[src/rtl/ysyx_24110015_mem2axi_pkg.sv]
// Shared types for the mem2axi bridge:
// FSM state encoding and AXI response codes.
package ysyx_24110015_mem2axi_pkg;

  typedef enum logic [2:0] {
    S_IDLE = 3'd0,
    S_AR   = 3'd1,
    S_R    = 3'd2,
    S_AW_W = 3'd3,
    S_B    = 3'd4,
    S_RSP  = 3'd5
  } state_t;

  localparam logic [1:0] RESP_OKAY   = 2'b00;
  localparam logic [1:0] RESP_EXOKAY = 2'b01;
  localparam logic [1:0] RESP_SLVERR = 2'b10;
  localparam logic [1:0] RESP_DECERR = 2'b11;

  // Only a plain OKAY counts as success; EXOKAY has no
  // meaning for a non-exclusive AXI-Lite access.
  function automatic logic resp_err(input logic [1:0] r);
    return (r == RESP_EXOKAY) ||
           (r == RESP_SLVERR) ||
           (r == RESP_DECERR);
  endfunction

endpackage

[src/rtl/ysyx_24110015_mem2axi_if.sv]
// Upstream request/response bundle and AXI4-Lite
// master bundle used by the mem2axi bridge.
interface ysyx_24110015_mem_if;
  logic        req_valid;
  logic        req_ready;
  logic        req_wen;
  logic [31:0] req_addr;
  logic [31:0] req_wdata;
  logic [3:0]  req_wstrb;
  logic        rsp_valid;
  logic        rsp_ready;
  logic [31:0] rsp_rdata;
  logic        rsp_err;

  modport master (
    output req_valid, req_wen, req_addr,
    output req_wdata, req_wstrb, rsp_ready,
    input  req_ready, rsp_valid, rsp_rdata,
    input  rsp_err
  );

  modport slave (
    input  req_valid, req_wen, req_addr,
    input  req_wdata, req_wstrb, rsp_ready,
    output req_ready, rsp_valid, rsp_rdata,
    output rsp_err
  );
endinterface

interface ysyx_24110015_axi_if;
  logic [31:0] araddr;
  logic        arvalid;
  logic        arready;
  logic [31:0] rdata;
  logic [1:0]  rresp;
  logic        rvalid;
  logic        rready;
  logic [31:0] awaddr;
  logic        awvalid;
  logic        awready;
  logic [31:0] wdata;
  logic [3:0]  wstrb;
  logic        wvalid;
  logic        wready;
  logic [1:0]  bresp;
  logic        bvalid;
  logic        bready;

  modport master (
    output araddr, arvalid, rready,
    output awaddr, awvalid, wdata,
    output wstrb, wvalid, bready,
    input  arready, rdata, rresp, rvalid,
    input  awready, wready, bresp, bvalid
  );

  modport slave (
    input  araddr, arvalid, rready,
    input  awaddr, awvalid, wdata,
    input  wstrb, wvalid, bready,
    output arready, rdata, rresp, rvalid,
    output awready, wready, bresp, bvalid
  );
endinterface

[src/rtl/ysyx_24110015_mem2axi_reg.sv]
// Width-parameterised enable register with
// asynchronous active-high reset.
module ysyx_24110015_Reg #(
  parameter int               WIDTH     = 1,
  parameter logic [WIDTH-1:0] RESET_VAL = '0
) (
  input  logic             clk,
  input  logic             rst,
  input  logic [WIDTH-1:0] din,
  output logic [WIDTH-1:0] dout,
  input  logic             wen
);

  always_ff @(posedge clk or posedge rst) begin
    if (rst)      dout <= RESET_VAL;
    else if (wen) dout <= din;
  end

endmodule

[src/rtl/ysyx_24110015_mem2axi.sv]
// Single-outstanding bridge from a valid/ready
// memory request port to an AXI4-Lite master.
import ysyx_24110015_mem2axi_pkg::*;

module ysyx_24110015_mem2axi (
  input  logic                       clk,
  input  logic                       rst,
  ysyx_24110015_mem_if.slave         mem,
  ysyx_24110015_axi_if.master        axi
);

  state_t state;
  state_t state_n;

  logic        req_hs;
  logic        aw_hs;
  logic        w_hs;
  logic        aw_done;
  logic        w_done;
  logic        aw_fin;
  logic        w_fin;
  logic        r_cap;
  logic        b_cap;
  logic        rsp_cap;

  logic [31:0] addr_q;
  logic [31:0] wdata_q;
  logic [3:0]  wstrb_q;
  logic        wen_q;
  logic [31:0] rdata_d;
  logic        err_d;

  assign req_hs = mem.req_valid & mem.req_ready;
  assign aw_hs  = axi.awvalid & axi.awready;
  assign w_hs   = axi.wvalid & axi.wready;
  assign aw_fin = aw_done | aw_hs;
  assign w_fin  = w_done | w_hs;
  assign r_cap  = (state == S_R) & axi.rvalid;
  assign b_cap  = (state == S_B) & axi.bvalid;
  assign rsp_cap = r_cap | b_cap;

  ysyx_24110015_Reg #(.WIDTH(32)) u_addr (
    .clk(clk), .rst(rst), .din(mem.req_addr),
    .dout(addr_q), .wen(req_hs)
  );

  ysyx_24110015_Reg #(.WIDTH(32)) u_wdata (
    .clk(clk), .rst(rst), .din(mem.req_wdata),
    .dout(wdata_q), .wen(req_hs)
  );

  ysyx_24110015_Reg #(.WIDTH(4)) u_wstrb (
    .clk(clk), .rst(rst), .din(mem.req_wstrb),
    .dout(wstrb_q), .wen(req_hs)
  );

  ysyx_24110015_Reg #(.WIDTH(1)) u_wen (
    .clk(clk), .rst(rst), .din(mem.req_wen),
    .dout(wen_q), .wen(req_hs)
  );

  // Writes report zero data; the error bit comes
  // from whichever response channel closed the op.
  assign rdata_d = wen_q ? 32'h0 : axi.rdata;
  assign err_d   = wen_q ? resp_err(axi.bresp)
                         : resp_err(axi.rresp);

  ysyx_24110015_Reg #(.WIDTH(32)) u_rdata (
    .clk(clk), .rst(rst), .din(rdata_d),
    .dout(mem.rsp_rdata), .wen(rsp_cap)
  );

  ysyx_24110015_Reg #(.WIDTH(1)) u_err (
    .clk(clk), .rst(rst), .din(err_d),
    .dout(mem.rsp_err), .wen(rsp_cap)
  );

  always_ff @(posedge clk or posedge rst) begin
    if (rst) state <= S_IDLE;
    else     state <= state_n;
  end

  // AW and W finish independently; each flag keeps
  // its valid low until both sides are through.
  always_ff @(posedge clk or posedge rst) begin
    if (rst) begin
      aw_done <= 1'b0;
      w_done  <= 1'b0;
    end else if (state != S_AW_W ||
                 (aw_fin && w_fin)) begin
      aw_done <= 1'b0;
      w_done  <= 1'b0;
    end else begin
      aw_done <= aw_fin;
      w_done  <= w_fin;
    end
  end

  always_comb begin
    state_n = state;
    unique case (state)
      S_IDLE: begin
        if (mem.req_valid)
          state_n = mem.req_wen ? S_AW_W : S_AR;
      end
      S_AR: begin
        if (axi.arready) state_n = S_R;
      end
      S_R: begin
        if (axi.rvalid) state_n = S_RSP;
      end
      S_AW_W: begin
        if (aw_fin && w_fin) state_n = S_B;
      end
      S_B: begin
        if (axi.bvalid) state_n = S_RSP;
      end
      S_RSP: begin
        if (mem.rsp_ready) state_n = S_IDLE;
      end
      default: state_n = S_IDLE;
    endcase
  end

  // Valids come straight from state and done flags,
  // never from a ready input.
  assign mem.req_ready = (state == S_IDLE);
  assign mem.rsp_valid = (state == S_RSP);

  assign axi.arvalid = (state == S_AR);
  assign axi.rready  = (state == S_R);
  assign axi.awvalid = (state == S_AW_W) & ~aw_done;
  assign axi.wvalid  = (state == S_AW_W) & ~w_done;
  assign axi.bready  = (state == S_B);

  assign axi.araddr = addr_q;
  assign axi.awaddr = addr_q;
  assign axi.wdata  = wdata_q;
  assign axi.wstrb  = wstrb_q;

endmodule

[src/flat_wrapper.sv]
// flat-port wrapper written by rule: the top's interface ports become plain ports
module ysyx_24110015_mem2axi_flat 
  (clk, rst, mem_req_valid, mem_req_wen, mem_req_addr, mem_req_wdata, mem_req_wstrb, mem_rsp_ready, mem_req_ready, mem_rsp_valid, mem_rsp_rdata, mem_rsp_err, axi_araddr, axi_arvalid, axi_rready, axi_awaddr, axi_awvalid, axi_wdata, axi_wstrb, axi_wvalid, axi_bready, axi_arready, axi_rdata, axi_rresp, axi_rvalid, axi_awready, axi_wready, axi_bresp, axi_bvalid);
  ysyx_24110015_mem_if mem_i ();
  ysyx_24110015_axi_if axi_i ();
  input  logic clk;
  input  logic rst;
  input wire logic [$bits(mem_i.req_valid)-1:0] mem_req_valid;
  input wire logic [$bits(mem_i.req_wen)-1:0] mem_req_wen;
  input wire logic [$bits(mem_i.req_addr)-1:0] mem_req_addr;
  input wire logic [$bits(mem_i.req_wdata)-1:0] mem_req_wdata;
  input wire logic [$bits(mem_i.req_wstrb)-1:0] mem_req_wstrb;
  input wire logic [$bits(mem_i.rsp_ready)-1:0] mem_rsp_ready;
  output wire logic [$bits(mem_i.req_ready)-1:0] mem_req_ready;
  output wire logic [$bits(mem_i.rsp_valid)-1:0] mem_rsp_valid;
  output wire logic [$bits(mem_i.rsp_rdata)-1:0] mem_rsp_rdata;
  output wire logic [$bits(mem_i.rsp_err)-1:0] mem_rsp_err;
  output wire logic [$bits(axi_i.araddr)-1:0] axi_araddr;
  output wire logic [$bits(axi_i.arvalid)-1:0] axi_arvalid;
  output wire logic [$bits(axi_i.rready)-1:0] axi_rready;
  output wire logic [$bits(axi_i.awaddr)-1:0] axi_awaddr;
  output wire logic [$bits(axi_i.awvalid)-1:0] axi_awvalid;
  output wire logic [$bits(axi_i.wdata)-1:0] axi_wdata;
  output wire logic [$bits(axi_i.wstrb)-1:0] axi_wstrb;
  output wire logic [$bits(axi_i.wvalid)-1:0] axi_wvalid;
  output wire logic [$bits(axi_i.bready)-1:0] axi_bready;
  input wire logic [$bits(axi_i.arready)-1:0] axi_arready;
  input wire logic [$bits(axi_i.rdata)-1:0] axi_rdata;
  input wire logic [$bits(axi_i.rresp)-1:0] axi_rresp;
  input wire logic [$bits(axi_i.rvalid)-1:0] axi_rvalid;
  input wire logic [$bits(axi_i.awready)-1:0] axi_awready;
  input wire logic [$bits(axi_i.wready)-1:0] axi_wready;
  input wire logic [$bits(axi_i.bresp)-1:0] axi_bresp;
  input wire logic [$bits(axi_i.bvalid)-1:0] axi_bvalid;
  assign mem_i.req_valid = mem_req_valid;
  assign mem_i.req_wen = mem_req_wen;
  assign mem_i.req_addr = mem_req_addr;
  assign mem_i.req_wdata = mem_req_wdata;
  assign mem_i.req_wstrb = mem_req_wstrb;
  assign mem_i.rsp_ready = mem_rsp_ready;
  assign mem_req_ready = mem_i.req_ready;
  assign mem_rsp_valid = mem_i.rsp_valid;
  assign mem_rsp_rdata = mem_i.rsp_rdata;
  assign mem_rsp_err = mem_i.rsp_err;
  assign axi_araddr = axi_i.araddr;
  assign axi_arvalid = axi_i.arvalid;
  assign axi_rready = axi_i.rready;
  assign axi_awaddr = axi_i.awaddr;
  assign axi_awvalid = axi_i.awvalid;
  assign axi_wdata = axi_i.wdata;
  assign axi_wstrb = axi_i.wstrb;
  assign axi_wvalid = axi_i.wvalid;
  assign axi_bready = axi_i.bready;
  assign axi_i.arready = axi_arready;
  assign axi_i.rdata = axi_rdata;
  assign axi_i.rresp = axi_rresp;
  assign axi_i.rvalid = axi_rvalid;
  assign axi_i.awready = axi_awready;
  assign axi_i.wready = axi_wready;
  assign axi_i.bresp = axi_bresp;
  assign axi_i.bvalid = axi_bvalid;
  ysyx_24110015_mem2axi u_core (.clk(clk), .rst(rst), .mem(mem_i), .axi(axi_i));
endmodule
[config.mk]
export PLATFORM = sky130hd
export DESIGN_NAME = ysyx_24110015_mem2axi_flat
export DESIGN_NICKNAME = d
export VERILOG_FILES = /design/src/rtl/ysyx_24110015_mem2axi_pkg.sv /design/src/rtl/ysyx_24110015_mem2axi_if.sv /design/src/rtl/ysyx_24110015_mem2axi_reg.sv /design/src/rtl/ysyx_24110015_mem2axi.sv /design/src/flat_wrapper.sv
export SDC_FILE = /design/constraint.sdc
export NUM_CORES = 1
export LEC_CHECK = 0
export CAP_MARGIN = 0
export CELL_PAD_IN_SITES_DETAIL_PLACEMENT = 0
export CELL_PAD_IN_SITES_GLOBAL_PLACEMENT = 1
export CORE_AREA = 4 4 137 86
export CTS_CLUSTER_DIAMETER = 40
export DETAILED_ROUTE_END_ITERATION = 8
export DIE_AREA = 0 0 141 90
export DONT_BUFFER_PORTS = 1
export GPL_ROUTABILITY_DRIVEN = 0
export HOLD_SLACK_MARGIN = 0.1
export PLACE_DENSITY = 0.86
export SLEW_MARGIN = 25
export SYNTH_ARGS = -nofsm -noshare
export SYNTH_HDL_FRONTEND = slang
export SYNTH_SLANG_ARGS = --single-unit
[constraint.sdc]
create_clock -name clk -period 3.7 [get_ports clk]
set_input_delay 0.37 -clock clk [delete_from_list [all_inputs] [get_ports clk]]
set_output_delay 0.37 -clock clk [all_outputs]
set_load 0.05 [all_outputs]
==> metrics.md <==
| Metric | Value |
|---|---|
| Synth area leader | `dfrtp_1` |
| Htree depth | `3` |
| Buffers added on ports | `0` |
| CP top delay family | `simple AND/OR/NAND/NOR gates` |
| Max FO, Critical Path | `18` |
| Outcome | `complete, no violations` |
| Site Rows | `29` |
| Worst slew pin tran | `0.991 ns` |
| Synth Area in Adders | `0%` |
| Synth Area in Compound Gates | `1.48%` |
| Unrepaired setup endpoints after global routing | `no` |
| CP Class | `reg -> out` |
| CTS buffer count | `9` |
| Die H | `90 µm` |
| Mapped Area | `4650 µm²` |
| Critical Path Sink Type | `output pin` |
| Max-slew violation count | `0` |
| CP peak stage delay | `0.76 ns` |
| Crit path buf inv count | `0` |
| Antenna cell count | `0` |
| Top Ports | `254` |
| Die X | `141 µm` |
| Max Root-Sink Buffers | `2` |
| Setup TNS | `0 ns` |
| Top cells by area, synth | `dfrtp_1 (58%), mux2_2 (22%), buf_4 (5.5%)` |
| # nets final | `417` |
| Post-DP HPWL | `7290 µm` |
| Yosys cell types | `28` |
| Largest family of logic cells by synthesized area | `multiplexers` |
| Fillers | `936` |
| Crit-path slowest cell | `nor2_1` |
| Initial Util | `44.5%` |
| Synth Area in Simple Gates | `8.23%` |
| Synth warnings | `0` |
| Final worst setup slack | `1.29 ns` |
| DRT iter0 DRCs | `113` |
| Initial antenna violation count | `0` |
| Worst hold margin | `0.172 ns` |
| Crit share post-route | `65.1%` |
| Drt wl/cell | `22.1 µm` |
| CTS tree | `yes` |
| Required time of the critical path | `3.33 ns` |
| Final ANT Viol Nets | `0` |
| Share of cells above drive strength 1 | `37.5%` |
| CTS root buf | `clkbuf_16` |
| Slew headroom | `33.9%` |
| Largest net degree at the start of global routing | `76` |
| Syn_area_per_cell | `14.0 µm²` |
| F_max | `415 MHz` |
| Yosys reg bits | `107` |
| Die Area | `12700 µm²` |
| Core ar. | `10500 µm²` |
| Max-cap violations | `0` |
| Endpoints failing hold | `0` |
| Sequential cell area fraction in the yosys report | `57.6%` |
| CTS Sinks | `107` |
| Grt ovf | `0` |
| Worst slack at placement | `1.33 ns` |
| Worst skew pair latency | `0.33 ns` |
| Vias in the first global route | `2602` |
| Synth top area share | `57.6%` |
| Final Core Density | `46.7%` |
| CP Launch Type | `flop` |
| Residual DRC count | `0` |
| Layout Area Growth over Synthesis | `4.87%` |
| Avg Vias per Cell | `5.30` |
| Total GRT Usage | `15.4%` |
| Cells after Synth | `333` |
| Worst endpoint data arrival time | `2.04 ns` |
| Hold Crit Class | `in -> reg` |
| CTS clk-pin slew, worst paths | `0.07 ns` |
| Via count | `2362` |
| Clock Skews | `0.00603 ns` |
| Syn Nets | `447` |
| Routed WL | `9840 µm` |
| Crit-path cells | `nand3b_1, nor2_1` |
| Min cycle time layout | `2.41 ns` |
| DRT Pass-1 Iters | `4` |
| First-pass GRT wire length | `15300 µm` |
| Mux cell area share after synthesis | `25.1%` |
| Final number of setup-violating endpoints | `0` |
| Post-Synth XOR/XNOR Area | `0%` |
stage by stage:
step | instances | area [µm²]
after floorplan | 333 | 4650
after global placement | 427 | 4530
after detailed placement | 427 | 4530
after CTS | 444 | 4840
after global routing | 446 | 4880
final | 446 | 4880
repair_timing:
action,in CTS,in global routing
hold endpoints to repair,2,74
gates resized for setup,0,0
setup buffers,0,0
hold buffers,2,1
path summary, 6_finish.rpt:
| check | startpoint | to | slack [ns] | cells after the start |
|---|---|---|---|---|
| max | u_core.state[2]$_DFFE_PP0P_ | axi_awvalid | 1.29 | 2 |
| min | mem_req_addr[5] | u_core.u_addr.dout[5]$_DFFE_PP0P_ | 0.17 | 1 |
| max reg2reg | u_core.state[0]$_DFFE_PP0P_ | u_core.u_wdata.dout[0]$_DFFE_PP0P_ | 1.40 | 3 |
| min reg2reg | u_core.aw_done$_DFF_PP0_ | u_core.w_done$_DFF_PP0_ | 0.50 | 1 |
| max in group asynchronous | rst | u_core.u_addr.dout[0]$_DFFE_PP0P_ | 2.18 | 3 |
| min in group asynchronous | rst | u_core.u_wdata.dout[1]$_DFFE_PP0P_ | 0.64 | 2 |
area by class of cell:
class / count / area [µm²] / area share (%)
Clock buffer: 10 / 229 / 4.69
Tap cell: 139 / 174 / 3.57
Clock inverter: 5 / 55.1 / 1.13
Timing Repair Buffer: 8 / 100 / 2.05
Sequential cell: 107 / 2680 / 54.9
Inverter: 2 / 12.5 / 0.257
Multi-Input combinational cell: 175 / 1630 / 33.4
synthesized netlist by cell type:
| master | instances |
|---|---|
| nor4_1 | 2 |
| buf_6 | 3 |
| nor3_1 | 5 |
| o22ai_1 | 1 |
| a2bb2oi_1 | 1 |
| a211oi_1 | 2 |
| or3_1 | 1 |
| mux2_1 | 10 |
| inv_1 | 2 |
| buf_2 | 9 |
| nor2b_1 | 34 |
| buf_4 | 34 |
| and3b_1 | 1 |
| nor2_1 | 9 |
| clkbuf_1 | 3 |
| a21oi_1 | 3 |
| o21ai_0 | 1 |
| a222oi_1 | 1 |
| nor4b_4 | 1 |
| nand2b_1 | 1 |
| nand3b_1 | 3 |
| nor4b_1 | 1 |
| a21oi_2 | 1 |
| mux2_2 | 92 |
| and2_1 | 2 |
| mux2i_1 | 2 |
| nor4bb_1 | 1 |
| dfrtp_1 | 107 |
state kept, by name, indices dropped and copies added (netlist names):
| name | cells |
|---|---|
| u_core.w_done | 1 |
| u_core.u_addr.dout | 32 |
| u_core.u_wdata.dout | 32 |
| u_core.u_wstrb.dout | 4 |
| u_core.aw_done | 1 |
| u_core.state | 3 |
| u_core.u_err.dout | 1 |
| u_core.u_rdata.dout | 32 |
| u_core.u_wen.dout | 1 |
worst reg2reg max path, cell delays in order (launching register included):
cell and delay, ns:
dfrtp_1 0.55, nor4b_4 0.83, buf_12 0.36, mux2_2 0.44
metal layers:
| layer | wire length, µm | share of wire, % | vias to the layer above | global-route usage, % |
|---|---|---|---|---|
| li1 | - | - | 1055 | - |
| met1 | 3580 | 36 | 1155 | 17.1 |
| met2 | 4930 | 50 | 144 | 26.0 |
| met3 | 1250 | 13 | 8 | 8.75 |
| met4 | 76 | 0.77 | 0 | 3.31 |
| met5 | 0 | 0 | - | 0 |
cell usage in the layout, fill, tap and decap left out:
cell,instances
clkbuf_16,9
clkinvlp_4,2
nor4bb_1,1
a222oi_1,1
nor4_1,2
nor2_1,9
a21oi_4,1
dfrtp_1,106
dfrtp_2,1
a21oi_1,3
nand3b_1,3
nor4b_4,1
clkinv_2,2
nor2b_1,34
inv_1,1
buf_16,1
nor4b_1,1
o21ai_0,1
buf_12,1
dlygate4sd3_1,3
bufinv_16,1
and2_1,2
mux2_1,10
inv_6,1
o22ai_1,1
nand2b_1,1
mux2i_1,2
clkbuf_1,1
mux2_2,92
a2bb2oi_1,1
nor3_1,5
or3_1,1
and3b_1,1
a211oi_1,2
buf_4,3
cell families (layout without fill, tap and decap cells):
group	after synthesis	in the layout
AO/OA/AOI/OAI	10	10
flip-flops	107	107
AND/OR/NAND/NOR	61	61
buffers and inverters	51	25
multiplexers	104	104
Power is left out: the tool's default activity adds up to more than one toggle a clock period on the data nets, which glitch-free logic cannot reach.
